## config.mk

```make
export PLATFORM = sky130hd
export DESIGN_NAME = divider_iter_flat
export DESIGN_NICKNAME = d
export VERILOG_FILES = /design/src/rtl/divider_iter_if.sv /design/src/rtl/divider_iter.sv /design/src/flat_wrapper.sv
export SDC_FILE = /design/constraint.sdc
export NUM_CORES = 1
export LEC_CHECK = 0
export ABC_AREA = 0
export CELL_PAD_IN_SITES_DETAIL_PLACEMENT = 1
export CELL_PAD_IN_SITES_GLOBAL_PLACEMENT = 1
export CORE_MARGIN = 8
export CORE_UTILIZATION = 43
export CTS_CLUSTER_DIAMETER = 200
export DETAILED_ROUTE_END_ITERATION = 16
export GPL_TIMING_DRIVEN = 1
export PLACE_DENSITY_LB_ADDON = 0.1
export SLEW_MARGIN = 0
export SYNTH_ARGS = -nofsm -noshare
export SYNTH_HDL_FRONTEND = slang
export SYNTH_SLANG_ARGS = --single-unit
```

## constraint.sdc

```tcl
create_clock -name clk -period 14.5 [get_ports clk]
set_input_delay 2.9 -clock clk [delete_from_list [all_inputs] [get_ports clk]]
set_output_delay 2.9 -clock clk [all_outputs]
set_load 0.02 [all_outputs]
```

## src/rtl/divider_iter_if.sv

```systemverilog
// rtl/divider_iter_if.sv - execute-stage handshake bundle for the iterative divider
interface divider_iter_if #(
    parameter int WIDTH = 64
);
    logic             start;
    logic [WIDTH-1:0] a;
    logic [WIDTH-1:0] b;
    logic             is_signed;
    logic             flush;
    logic             ready;
    logic             busy;
    logic             done;
    logic [WIDTH-1:0] q;
    logic [WIDTH-1:0] r;

    modport master (
        output start, a, b, is_signed, flush,
        input  ready, busy, done, q, r
    );

    modport slave (
        input  start, a, b, is_signed, flush,
        output ready, busy, done, q, r
    );
endinterface

```

## src/rtl/divider_iter.sv

```systemverilog
// rtl/divider_iter.sv - radix-2 restoring divider with RV64 DIV/DIVU/REM/REMU semantics
module divider_iter #(
    parameter int WIDTH = 64
) (
    input  logic          clk,
    input  logic          reset,
    divider_iter_if.slave bus
);
    localparam int CW = (WIDTH > 1) ? $clog2(WIDTH) : 1;

    typedef enum logic [1:0] {IDLE, BUSY, DONE} state_t;

    state_t           state;
    logic [CW-1:0]    cnt;
    logic [WIDTH-1:0] rem;
    logic [WIDTH-1:0] quo;
    logic [WIDTH-1:0] dvs;
    logic             neg_q;
    logic             neg_r;
    logic             ready_r;
    logic             busy_r;
    logic             done_r;
    logic [WIDTH-1:0] q_r;
    logic [WIDTH-1:0] r_r;

    logic             a_neg;
    logic             b_neg;
    logic [WIDTH-1:0] a_abs;
    logic [WIDTH-1:0] b_abs;
    logic             div_zero;
    logic             ovf;
    logic             accept;

    logic [WIDTH:0]   rem_sh;
    logic [WIDTH:0]   diff;
    logic [WIDTH-1:0] rem_nxt;
    logic [WIDTH-1:0] quo_nxt;

    // Operand magnitudes and the special cases resolved at the accept edge
    always_comb begin
        a_neg    = bus.is_signed & bus.a[WIDTH-1];
        b_neg    = bus.is_signed & bus.b[WIDTH-1];
        a_abs    = a_neg ? -bus.a : bus.a;
        b_abs    = b_neg ? -bus.b : bus.b;
        div_zero = (bus.b == '0);
        ovf      = bus.is_signed && (bus.a == {1'b1, {(WIDTH-1){1'b0}}}) && (bus.b == '1);
        accept   = bus.start & ready_r & ~bus.flush;
    end

    // One restoring step; the borrow out of the WIDTH+1 bit subtract is the compare
    always_comb begin
        rem_sh  = {rem, quo[WIDTH-1]};
        diff    = rem_sh - {1'b0, dvs};
        quo_nxt = {quo[WIDTH-2:0], 1'b0};
        rem_nxt = rem_sh[WIDTH-1:0];
        if (!diff[WIDTH]) begin
            rem_nxt    = diff[WIDTH-1:0];
            quo_nxt[0] = 1'b1;
        end
    end

    // Control FSM, datapath registers and registered results
    always_ff @(posedge clk or posedge reset) begin
        if (reset) begin
            state   <= IDLE;
            cnt     <= '0;
            rem     <= '0;
            quo     <= '0;
            dvs     <= '0;
            neg_q   <= 1'b0;
            neg_r   <= 1'b0;
            ready_r <= 1'b1;
            busy_r  <= 1'b0;
            done_r  <= 1'b0;
            q_r     <= '0;
            r_r     <= '0;
        end else if (bus.flush) begin
            state   <= IDLE;
            ready_r <= 1'b1;
            busy_r  <= 1'b0;
            done_r  <= 1'b0;
        end else begin
            case (state)
                BUSY: begin
                    rem <= rem_nxt;
                    quo <= quo_nxt;
                    cnt <= cnt + CW'(1);
                    if (cnt == CW'(WIDTH - 1)) begin
                        q_r     <= neg_q ? -quo_nxt : quo_nxt;
                        r_r     <= neg_r ? -rem_nxt : rem_nxt;
                        state   <= DONE;
                        ready_r <= 1'b1;
                        busy_r  <= 1'b0;
                        done_r  <= 1'b1;
                    end
                end
                default: begin
                    done_r  <= 1'b0;
                    state   <= IDLE;
                    ready_r <= 1'b1;
                    busy_r  <= 1'b0;
                    if (accept) begin
                        if (div_zero) begin
                            q_r    <= '1;
                            r_r    <= bus.a;
                            state  <= DONE;
                            done_r <= 1'b1;
                        end else if (ovf) begin
                            q_r    <= bus.a;
                            r_r    <= '0;
                            state  <= DONE;
                            done_r <= 1'b1;
                        end else begin
                            rem     <= '0;
                            quo     <= a_abs;
                            dvs     <= b_abs;
                            neg_q   <= a_neg ^ b_neg;
                            neg_r   <= a_neg;
                            cnt     <= '0;
                            state   <= BUSY;
                            ready_r <= 1'b0;
                            busy_r  <= 1'b1;
                        end
                    end
                end
            endcase
        end
    end

    assign bus.ready = ready_r;
    assign bus.busy  = busy_r;
    assign bus.done  = done_r;
    assign bus.q     = q_r;
    assign bus.r     = r_r;
endmodule

```

## src/flat_wrapper.sv

```systemverilog
// flat-port wrapper written by rule: the top's interface ports become plain ports
module divider_iter_flat 
#(
    parameter int WIDTH = 64
)
  (clk, reset, bus_start, bus_a, bus_b, bus_is_signed, bus_flush, bus_ready, bus_busy, bus_done, bus_q, bus_r);
  divider_iter_if #(.WIDTH(WIDTH)) bus_i ();
  input  logic clk;
  input  logic reset;
  input wire logic [$bits(bus_i.start)-1:0] bus_start;
  input wire logic [$bits(bus_i.a)-1:0] bus_a;
  input wire logic [$bits(bus_i.b)-1:0] bus_b;
  input wire logic [$bits(bus_i.is_signed)-1:0] bus_is_signed;
  input wire logic [$bits(bus_i.flush)-1:0] bus_flush;
  output wire logic [$bits(bus_i.ready)-1:0] bus_ready;
  output wire logic [$bits(bus_i.busy)-1:0] bus_busy;
  output wire logic [$bits(bus_i.done)-1:0] bus_done;
  output wire logic [$bits(bus_i.q)-1:0] bus_q;
  output wire logic [$bits(bus_i.r)-1:0] bus_r;
  assign bus_i.start = bus_start;
  assign bus_i.a = bus_a;
  assign bus_i.b = bus_b;
  assign bus_i.is_signed = bus_is_signed;
  assign bus_i.flush = bus_flush;
  assign bus_ready = bus_i.ready;
  assign bus_busy = bus_i.busy;
  assign bus_done = bus_i.done;
  assign bus_q = bus_i.q;
  assign bus_r = bus_i.r;
  divider_iter #(.WIDTH(WIDTH)) u_core (.clk(clk), .reset(reset), .bus(bus_i));
endmodule
```

==> results of run 1 <==
[cells by family (layout without fill, tap and decap cells)]
group                      count (synthesis)  count (layout)  share of synthesized area [%]
muxes                                     43              43                           1.64
other                                      0               1                              0
buffers and inverters                    324             473                           4.75
and+or+nand+nor                         1355            1355                           23.8
DFF                                      332             332                           31.4
AOI/OAI and AO/OA                       1099            1099                           25.9
adders and majority gates                 71              71                           3.38
xor gates and xnor gates                 280             280                           9.25
[per-layer routing]
| layer | track usage [%] | vias to the layer above | part of all wire (%) |
|---|---|---|---|
| li1 | - | 13000 | - |
| met1 | 41.8 | 14000 | 45 |
| met2 | 49.5 | 937 | 45 |
| met3 | 3.99 | 231 | 5.4 |
| met4 | 13.8 | 0 | 4.6 |
| met5 | 0 | - | 0 |
[worst max-delay path: stages, from the launching register on]
cell	delay (ns)
sky130_fd_sc_hd__dfrtp_1	0.57
sky130_fd_sc_hd__inv_1	0.11
sky130_fd_sc_hd__ha_1	0.23
sky130_fd_sc_hd__fa_1	0.40
sky130_fd_sc_hd__nand2b_1	0.22
sky130_fd_sc_hd__a2111oi_4	0.56
sky130_fd_sc_hd__o211ai_2	0.22
sky130_fd_sc_hd__a211o_1	0.41
sky130_fd_sc_hd__nand3_2	0.17
sky130_fd_sc_hd__o211a_4	0.59
sky130_fd_sc_hd__inv_2	0.45
sky130_fd_sc_hd__a21oi_1	0.54
sky130_fd_sc_hd__ha_1	0.40
sky130_fd_sc_hd__and3_1	0.23
sky130_fd_sc_hd__nand4b_1	0.32
sky130_fd_sc_hd__nor4_1	0.65
sky130_fd_sc_hd__o22ai_1	0.29
sky130_fd_sc_hd__or4_1	0.70
sky130_fd_sc_hd__nor4_1	0.54
sky130_fd_sc_hd__mux2i_1	0.24
sky130_fd_sc_hd__a31oi_1	0.10
[power groups by stage]
stage / logic, mW / registers, mW / clock network, mW
6_report: 2.18 / 1.46 / 1.13
4_1_cts: 2.17 / 1.46 / 1.15
5_1_grt: 2.36 / 1.50 / 1.18
3_3_place_gp: 2.09 / 1.46 / 0
2_1_floorplan: 1.10 / 1.61 / 0
3_5_place_dp: 2.16 / 1.47 / 0
[path summary, 6_finish.rpt]
check                           slack (ns)  cells after the start                           end
worst max register to register        6.33                     20  u_core.bus.r[58]$_DFFE_PP0P_
max in group asynchronous             9.45                      4      u_core.neg_q$_DFFE_PP0P_
worst max-delay path                  6.33                     20  u_core.bus.r[58]$_DFFE_PP0P_
worst min-delay path                  0.48                      2  u_core.bus.q[40]$_DFFE_PP0P_
min in group asynchronous             2.83                      2  u_core.bus.r[17]$_DFFE_PP0P_
worst min register to register        0.48                      2  u_core.bus.q[40]$_DFFE_PP0P_
[sequential cells by signal (all words and copies together), names as in the netlist]
register and flops:
u_core.bus.done 1, u_core.bus.q 64, u_core.bus.r 64, u_core.bus.ready 1
u_core.cnt 6, u_core.dvs 64, u_core.neg_q 1, u_core.neg_r 1
u_core.quo 64, u_core.rem 64, u_core.state 2
[layout by cell type (no fill, tap or decap), types with 63 or more instances in the layout]
cell	netlist	routed
sky130_fd_sc_hd__nand4_1	68	68
sky130_fd_sc_hd__o21ai_0	347	347
sky130_fd_sc_hd__o22ai_1	90	90
sky130_fd_sc_hd__xnor2_1	141	141
sky130_fd_sc_hd__nor2_1	399	397
sky130_fd_sc_hd__inv_1	99	98
sky130_fd_sc_hd__nand2_1	470	470
sky130_fd_sc_hd__xor2_1	139	139
sky130_fd_sc_hd__a21oi_1	264	264
sky130_fd_sc_hd__dfrtp_1	331	330
sky130_fd_sc_hd__clkdlybuf4s50_1	0	263
sky130_fd_sc_hd__o31ai_1	63	63
sky130_fd_sc_hd__nor3_1	83	82
sky130_fd_sc_hd__ha_1	70	70
[final cells by class]
type                            instances  area share, %
Antenna cell                            1        0.00806
Clock buffer                           55           3.73
Clock inverter                         18          0.963
Inverter                              102           1.26
Multi-Input combinational cell       2848           54.7
Sequential cell                       332           26.8
Tap cell                              790           3.18
Timing Repair Buffer                  298           9.36
==> impl_metrics.yaml, run 1 <==
route:
  routedWlPerCell_um: 25.2
  drt_iter0_markers: 2526
  firstDrtPassIters: 5
  number_of_vias_after_detailed_routing: 28100
  post_route_ant_nets: 0
  routed_wirelength_um: 112000
  remaining_drc_errors: 0
  detail_route.vias_per_cell: 6.33
clock_tree:
  clock_tree.htree_level_count: 2
  cts_tree: "yes"
  cts-root-buf: "sky130_fd_sc_hd__clkbuf_16"
  cts.sinks: 332
  clockBufferDepth: 3
  post-cts-setup-buffer-count: 0
  postCtsResizedCells: 0
  cts_buffers: 41
  cts_clk_pin_slew_worst_paths_ns: 0.06
  clock_latency_ns: 0.59
  postCtsHoldBufs: 0
critical_path:
  worst_setup_path_end_kind: "register"
  setup.worst_path.class: "reg2reg"
  timing.critical_path.from_type: "register"
  crit_start: "u_core.quo[63]$_DFFE_PP0P_"
  critical_path_required_ns: 14.93
  worstPathArrival_ns: 8.60
  crit-reg2reg-launch: "u_core.quo[63]$_DFFE_PP0P_"
  critical_path.max_fanout: 39
timing:
  relSlewSlack_pct: 16.6
  fin_worst_hold_slack_ns: 0.478
  number_of_max_slew_violations_in_the_final_report: 0
  report.final.setup_viol: 0
  final_period_minus_worst_setup_slack_ns: 8.17
  worst_slew_pin_slew_ns: 1.25
  finalClockSkew_ns: 0.0181
  rsz0062_at_grt: "no"
  post_route_setup_tns_ns: 0
  achievable-frequency_ghz: 0.122
  final_clock_period_utilization_by_the_worst_path_pct: 56.3
  finalHoldViolCount: 0
  postLayoutSetupSlackWorst_ns: 6.33
floorplanning:
  boundaryPins: 264
  initial_utilization_pct: 43.2
  dieHeight_um: 264
  coreArea_mm2: 0.0614
  fp.dieArea_mm2: 0.0698
  rows: 91
  die_width_um: 264
cells_and_area:
  post-route-util_pct: 50.6
  design.final.nets: 3827
  share_of_post_route_cells_with_drive_strength_above_1_pct: 4.19
  syn2layout_area_growth_pct: 17.2
  fillCellCount: 7482
  final_cell_count_no_fill: 4444
  area_occupied_by_multi_input_gates_mm2: 0.0170
  final_area_mm2: 0.0311
  flip_flop_and_latch_area_mm2: 0.00831
hold_path:
  worst_hold_path_type: "reg2reg"
  worstHoldStart: "u_core.bus.q[40]$_DFFE_PP0P_"
power_and_ir_drop:
  worst_ir_drop_vdd_v: 0.0000750
  p_switching_mw: 2.05
  p_per_area_mw_per_mm2: 154
  power.share.clock_pct: 23.6
  comb_power_share_pct: 45.7
  power_report.internal_total_mw: 2.72
  power_mw: 4.78
  p_seq_share_pct: 30.6
  power_leakage_nw: 12.4
  switching_part_of_the_total_power_pct: 43.0
synthesis:
  yosysTopAreaCellShare_pct: 31.3
  synth-seq-area-share_pct: 31.4
  ys_warn_count: 0
  synth.largest_area_cell: "sky130_fd_sc_hd__dfrtp_1"
  synth_area_leaders: "sky130_fd_sc_hd__dfrtp_1 (31%), sky130_fd_sc_hd__nand2_1 (6.7%), sky130_fd_sc_hd__o21ai_0 (6.6%)"
  synth_common_cells: "sky130_fd_sc_hd__nand2_1 (470), sky130_fd_sc_hd__nor2_1 (399), sky130_fd_sc_hd__o21ai_0 (347)"
  synth_area_mm2: 0.0265
  synthArstFlopShare_pct: 100
  syn-instance-count: 3504
  syn-mean-instance-area_um2: 7.56
  synth_fp_nets: 3708
  number_of_synthesized_flops_with_an_enable_pin: 0
  yosys.cell_count.top_type: "sky130_fd_sc_hd__nand2_1"
  synth.ff_latch_count: 332
  postSynth.topFlopCell: "sky130_fd_sc_hd__dfrtp_1"
  synth_cell_type_count: 90
global_routing:
  global_route.usage.total_pct: 31.0
  grt_max_degree: 170
  global_route.overflow_total: 0
  antenna_found_initial: 1
  grt_first_pass_wirelength_um: 173000
  vias_in_the_first_global_route: 28800
outcome:
  run_status: "completed"
placed_design:
  detailedPlace.worstSlack_ns: 5.87
  finalWeightedCongestion: 0.950
  dp_hpwl_um: 86100
  place.detailed.instances: 4370
  numPortBuffers: 263
  dpl_cell_area_mm2: 0.0296
job:
  timing.max_cap.violations: 0
No activity file was read; power rests on OpenSTA's default activity.
==> inputs of run 2 (changes only) <==
clock period = 8.55 ns   (was 14.5 ns; I/O delays follow)
==> impl_metrics.yaml, run 2 (synthesized netlist as in run 1, its figures left out) <==
clock_tree:
  cts-root-buf: "sky130_fd_sc_hd__clkbuf_16"
  cts_clk_pin_slew_worst_paths_ns: 0.06
  postCtsHoldBufs: 0
  cts.sinks: 332
  cts_tree: "yes"
  clock_tree.htree_level_count: 2
  cts_buffers: 40
  clock_latency_ns: 0.58
  post-cts-setup-buffer-count: 0
  clockBufferDepth: 3
  postCtsResizedCells: 0
placed_design:
  finalWeightedCongestion: 0.918
  numPortBuffers: 263
  dp_hpwl_um: 88000
power_and_ir_drop:
  worst_ir_drop_vdd_v: 0.000118
  power_leakage_nw: 12.4
  p_per_area_mw_per_mm2: 257
timing:
  final_period_minus_worst_setup_slack_ns: 6.99
  fin_worst_hold_slack_ns: 0.476
  post_route_setup_tns_ns: 0
  number_of_max_slew_violations_in_the_final_report: 0
  achievable-frequency_ghz: 0.143
  report.final.setup_viol: 0
  relSlewSlack_pct: 20.8
  worst_slew_pin_slew_ns: 1.18
  rsz0062_at_grt: "no"
  finalClockSkew_ns: 0.0260
  finalHoldViolCount: 0
  final_clock_period_utilization_by_the_worst_path_pct: 81.7
hold_path:
  worst_hold_path_type: "reg2reg"
  hold_depth: 2
outcome:
  run_status: "completed"
cells_and_area:
  fillCellCount: 7530
  ant_diodes: 0
  design.final.nets: 3833
  share_of_post_route_cells_with_drive_strength_above_1_pct: 4.16
  syn2layout_area_growth_pct: 16.9
  commonest_non_fill_non_tap_cell_in_the_layout: "sky130_fd_sc_hd__nand2_1"
  layout_common_cells: "sky130_fd_sc_hd__nand2_1 (470), sky130_fd_sc_hd__nor2_1 (398), sky130_fd_sc_hd__o21ai_0 (347)"
floorplanning:
  dieHeight_um: 264
  coreArea_mm2: 0.0614
  rows: 91
  die_width_um: 264
  boundaryPins: 264
  initial_utilization_pct: 43.2
  fp.dieArea_mm2: 0.0698
critical_path:
  worst_setup_path_end_kind: "register"
  ff2ff_path_depth: 24
  critical_path.max_fanout: 82
  slowest_stage: "sky130_fd_sc_hd__nor2_1"
  timing.critical_path.from_type: "primary input"
  timing.critical_path.slowest_cell_delay_ns: 0.70
  critical_path_required_ns: 9.06
  setup.worst_path.class: "in2reg"
  worstPathArrival_ns: 7.49
  cell_chain_critical_path: "clkdlybuf4s50_1 > or4_1 > or4_1 > nor3_1 > nand4_1 > or3_1 > nor2_1 > nand4_1 > nand2b_1 > nor2b_1 > o21ai_4 > buf_4 > nor2_1 > o21ai_0 > nand2_1"
route:
  remaining_drc_errors: 0
  drt_iter0_markers: 2397
  number_of_vias_after_detailed_routing: 28100
  routedWlPerCell_um: 25.4
  firstDrtPassIters: 7
  routed_wirelength_um: 113000
  detail_route.vias_per_cell: 6.32
  post_route_ant_nets: 0
global_routing:
  grt_max_degree: 217
  global_route.usage.total_pct: 31.1
  global_route.overflow_total: 0
  vias_in_the_first_global_route: 28400
  grt_first_pass_wirelength_um: 173000
  antenna_found_initial: 0
job:
  timing.max_cap.violations: 0
==> run 2: per-layer routing <==
metal	vias to the layer above	track usage, %	wire length (µm)
met1	14000	42.5	51000
met4	0	13.9	5400
met2	946	49.5	50900
li1	13000	-	-
met3	221	3.49	5510
met5	-	0	0
==> run 2: final cells by class <==
cell class / instances / area (µm²) / share of cell area [%]
tap: 790 / 988 / 3.19
multi-input combinational: 2848 / 17000 / 54.8
sequential: 332 / 8310 / 26.8
timing repair buffer: 305 / 3000 / 9.67
inverter: 102 / 387 / 1.25
clock inverter: 12 / 179 / 0.577
clock buffer: 58 / 1140 / 3.67
==> run 2: final timing paths <==
check                                                to                          from  slack (ns)
max in group asynchronous      u_core.neg_q$_DFFE_PP0P_                         reset        5.39
setup / recovery           u_core.bus.q[57]$_DFFE_PP0P_                     bus_a[17]        1.56
setup reg to reg           u_core.bus.q[60]$_DFFE_PP0P_    u_core.quo[63]$_DFFE_PP0P_        1.66
hold / removal             u_core.bus.q[16]$_DFFE_PP0P_  u_core.bus.q[16]$_DFFE_PP0P_        0.48
hold reg to reg            u_core.bus.q[16]$_DFFE_PP0P_  u_core.bus.q[16]$_DFFE_PP0P_        0.48
min in group asynchronous  u_core.bus.r[12]$_DFFE_PP0P_                         reset        1.72
==> run 2: power breakdown <==
part / switching, mW / total [mW] / internal, mW / leakage [nW]
Clock: 0.719 / 1.76 / 1.05 / 0.648
Sequential: 0.425 / 2.48 / 2.06 / 4.20
Combinational: 2.32 / 3.71 / 1.39 / 7.52
Total: 3.46 / 7.96 / 4.50 / 12.4
==> run 2: worst max-delay path, delay by kind of cell <==
| kind | cells | cell delay, ns |
|---|---|---|
| and+or+nand+nor | 11 | 4.28 |
| buffers and inverters | 2 | 0.98 |
| AOI/OAI and AO/OA | 2 | 0.47 |
==> run 2: through the flow <==
stage	total power, mW	worst slack, ns	instance area, µm²	util (%)	instances
floorplan	4.58	2.10	26500	-	3504
global placement	6.03	1.33	29700	48.4	4377
detailed placement	6.16	1.05	29700	48.4	4377
CTS	7.96	1.62	31000	50.5	4447
global route	8.38	1.19	31000	50.5	4447
finish	7.96	1.56	31000	50.5	4447
==> inputs of run 3 (changes only) <==
CORE_UTILIZATION = 39   (was 43)
clock period = 6.2 ns   (was 8.55 ns; I/O delays follow)
==> impl_metrics.yaml, run 3 (synthesized netlist as in run 1, its figures left out) <==
outcome:
  run_status: "completed"
hold_path:
  worst_hold_path_type: "reg2reg"
  hold_depth: 2
  worstHoldStart: "u_core.neg_q$_DFFE_PP0P_"
timing:
  fin_worst_hold_slack_ns: 0.479
  finalHoldViolCount: 0
  achievable-frequency_ghz: 0.168
  finalClockSkew_ns: 0.0250
  rsz0062_at_grt: "no"
  post_route_setup_tns_ns: 0
  relSlewSlack_pct: 28.8
  report.final.setup_viol: 0
  number_of_max_slew_violations_in_the_final_report: 0
  worst_slew_pin_slew_ns: 1.05
  final_clock_period_utilization_by_the_worst_path_pct: 95.8
  final_period_minus_worst_setup_slack_ns: 5.94
cells_and_area:
  share_of_post_route_cells_with_drive_strength_above_1_pct: 7.16
  post-route-util_pct: 47.8
  commonest_non_fill_non_tap_cell_in_the_layout: "sky130_fd_sc_hd__nand2_1"
  ant_diodes: 0
  layout_common_cells: "sky130_fd_sc_hd__nand2_1 (470), sky130_fd_sc_hd__nor2_1 (398), sky130_fd_sc_hd__o21ai_0 (347)"
  fillCellCount: 8245
  syn2layout_area_growth_pct: 21.4
  final_area_mm2: 0.0322
  design.final.nets: 3945
global_routing:
  global_route.usage.total_pct: 29.6
  grt_max_degree: 150
  vias_in_the_first_global_route: 29300
  grt_first_pass_wirelength_um: 181000
  global_route.overflow_total: 0
  antenna_found_initial: 1
floorplanning:
  die_width_um: 277
  rows: 95
  boundaryPins: 264
  initial_utilization_pct: 39.4
  fp.dieArea_mm2: 0.0766
  coreArea_mm2: 0.0673
  dieHeight_um: 277
critical_path:
  worstPathArrival_ns: 6.40
  crit-reg2reg-launch: "u_core.rem[48]$_DFFE_PP0P_"
  setup.worst_path.class: "reg2reg"
  ff2ff_path_depth: 18
  critical_path_required_ns: 6.66
  crit_start: "u_core.rem[48]$_DFFE_PP0P_"
  timing.critical_path.from_type: "register"
  worst_setup_path_end_kind: "register"
  critical_path.max_fanout: 10
route:
  post_route_ant_nets: 0
  firstDrtPassIters: 7
  detail_route.vias_per_cell: 6.12
  met1_length_um: 52900
  routedWlPerCell_um: 25.4
  route.met3.wl_um: 5480
  routed_wirelength_um: 118000
  drt_iter0_markers: 1978
  top_layer_used: "met5"
  number_of_vias_after_detailed_routing: 28400
  remaining_drc_errors: 0
  met2RoutedLength_um: 53500
clock_tree:
  cts_buffers: 43
  cts.sinks: 332
  cts-root-buf: "sky130_fd_sc_hd__clkbuf_16"
  clock_latency_ns: 0.59
  postCtsResizedCells: 0
  clockBufferDepth: 3
  cts_clk_pin_slew_worst_paths_ns: 0.06
  postCtsHoldBufs: 0
  clock_tree.htree_level_count: 2
  cts_tree: "yes"
  post-cts-setup-buffer-count: 0
job:
  timing.max_cap.violations: 0
placed_design:
  numPortBuffers: 263
  dpl_cell_area_mm2: 0.0307
  dp_hpwl_um: 92900
  finalWeightedCongestion: 0.962
power_and_ir_drop:
  worst_ir_drop_vdd_v: 0.000192
  power_leakage_nw: 13.0
  power_mw: 11.4
  p_per_area_mw_per_mm2: 353
## run 3: final timing paths
path,slack (ns),to
max,0.26,u_core.bus.r[58]$_DFFE_PP0P_
min,0.48,u_core.neg_q$_DFFE_PP0P_
max reg2reg,0.26,u_core.bus.r[58]$_DFFE_PP0P_
min reg2reg,0.48,u_core.neg_q$_DFFE_PP0P_
max in group asynchronous,3.71,u_core.quo[55]$_DFFE_PP0P_
min in group asynchronous,1.19,u_core.quo[10]$_DFFE_PP0P_
## run 3: area by class of cell
cell class | count | area (µm²) | area share, %
inverters | 102 | 387 | 1.20
flip-flops and latches | 332 | 8310 | 25.8
repair buffers | 414 | 3890 | 12.1
clock buffers | 64 | 1250 | 3.90
well taps | 873 | 1090 | 3.40
multi-input cells | 2848 | 17000 | 52.9
clock inverters | 13 | 225 | 0.700
## run 3: worst max-delay path: stages, from the launching register on
cell and delay [ns]:
sky130_fd_sc_hd__dfrtp_1 0.49, sky130_fd_sc_hd__ha_1 0.46, sky130_fd_sc_hd__a21oi_1 0.31, sky130_fd_sc_hd__o21ai_0 0.25
sky130_fd_sc_hd__a21oi_1 0.34, sky130_fd_sc_hd__o21ai_0 0.15, sky130_fd_sc_hd__a22oi_1 0.48, sky130_fd_sc_hd__o211a_4 0.35
sky130_fd_sc_hd__inv_2 0.11, sky130_fd_sc_hd__a21oi_1 0.25, sky130_fd_sc_hd__ha_1 0.25, sky130_fd_sc_hd__and3_1 0.20
sky130_fd_sc_hd__nand4b_1 0.18, sky130_fd_sc_hd__nor4_2 0.40, sky130_fd_sc_hd__o22ai_1 0.23, sky130_fd_sc_hd__or4_1 0.67
sky130_fd_sc_hd__nor4_1 0.38, sky130_fd_sc_hd__mux2i_1 0.23, sky130_fd_sc_hd__a31oi_1 0.09
## run 3: stage by stage
stage | worst slack, ns | std cells
3_5_place_dp | -0.107 | 4569
3_3_place_gp | -0.0840 | 4569
4_1_cts | 0.302 | 4646
6_report | 0.262 | 4646
2_1_floorplan | 0.00700 | 3504
5_1_grt | 0.0110 | 4646
## run 3: routing by layer
layer | track usage, % | vias to the layer above
met1 | 39.7 | 14100
li1 | - | 13200
met4 | 13.0 | 2
met5 | 0 | -
met2 | 48.0 | 862
met3 | 3.47 | 242
## run 3: power by group
group	leakage (nW)	switching, mW	internal, mW
Sequential	4.20	0.649	2.84
Combinational	8.08	3.18	2.05
Clock	0.716	1.03	1.61
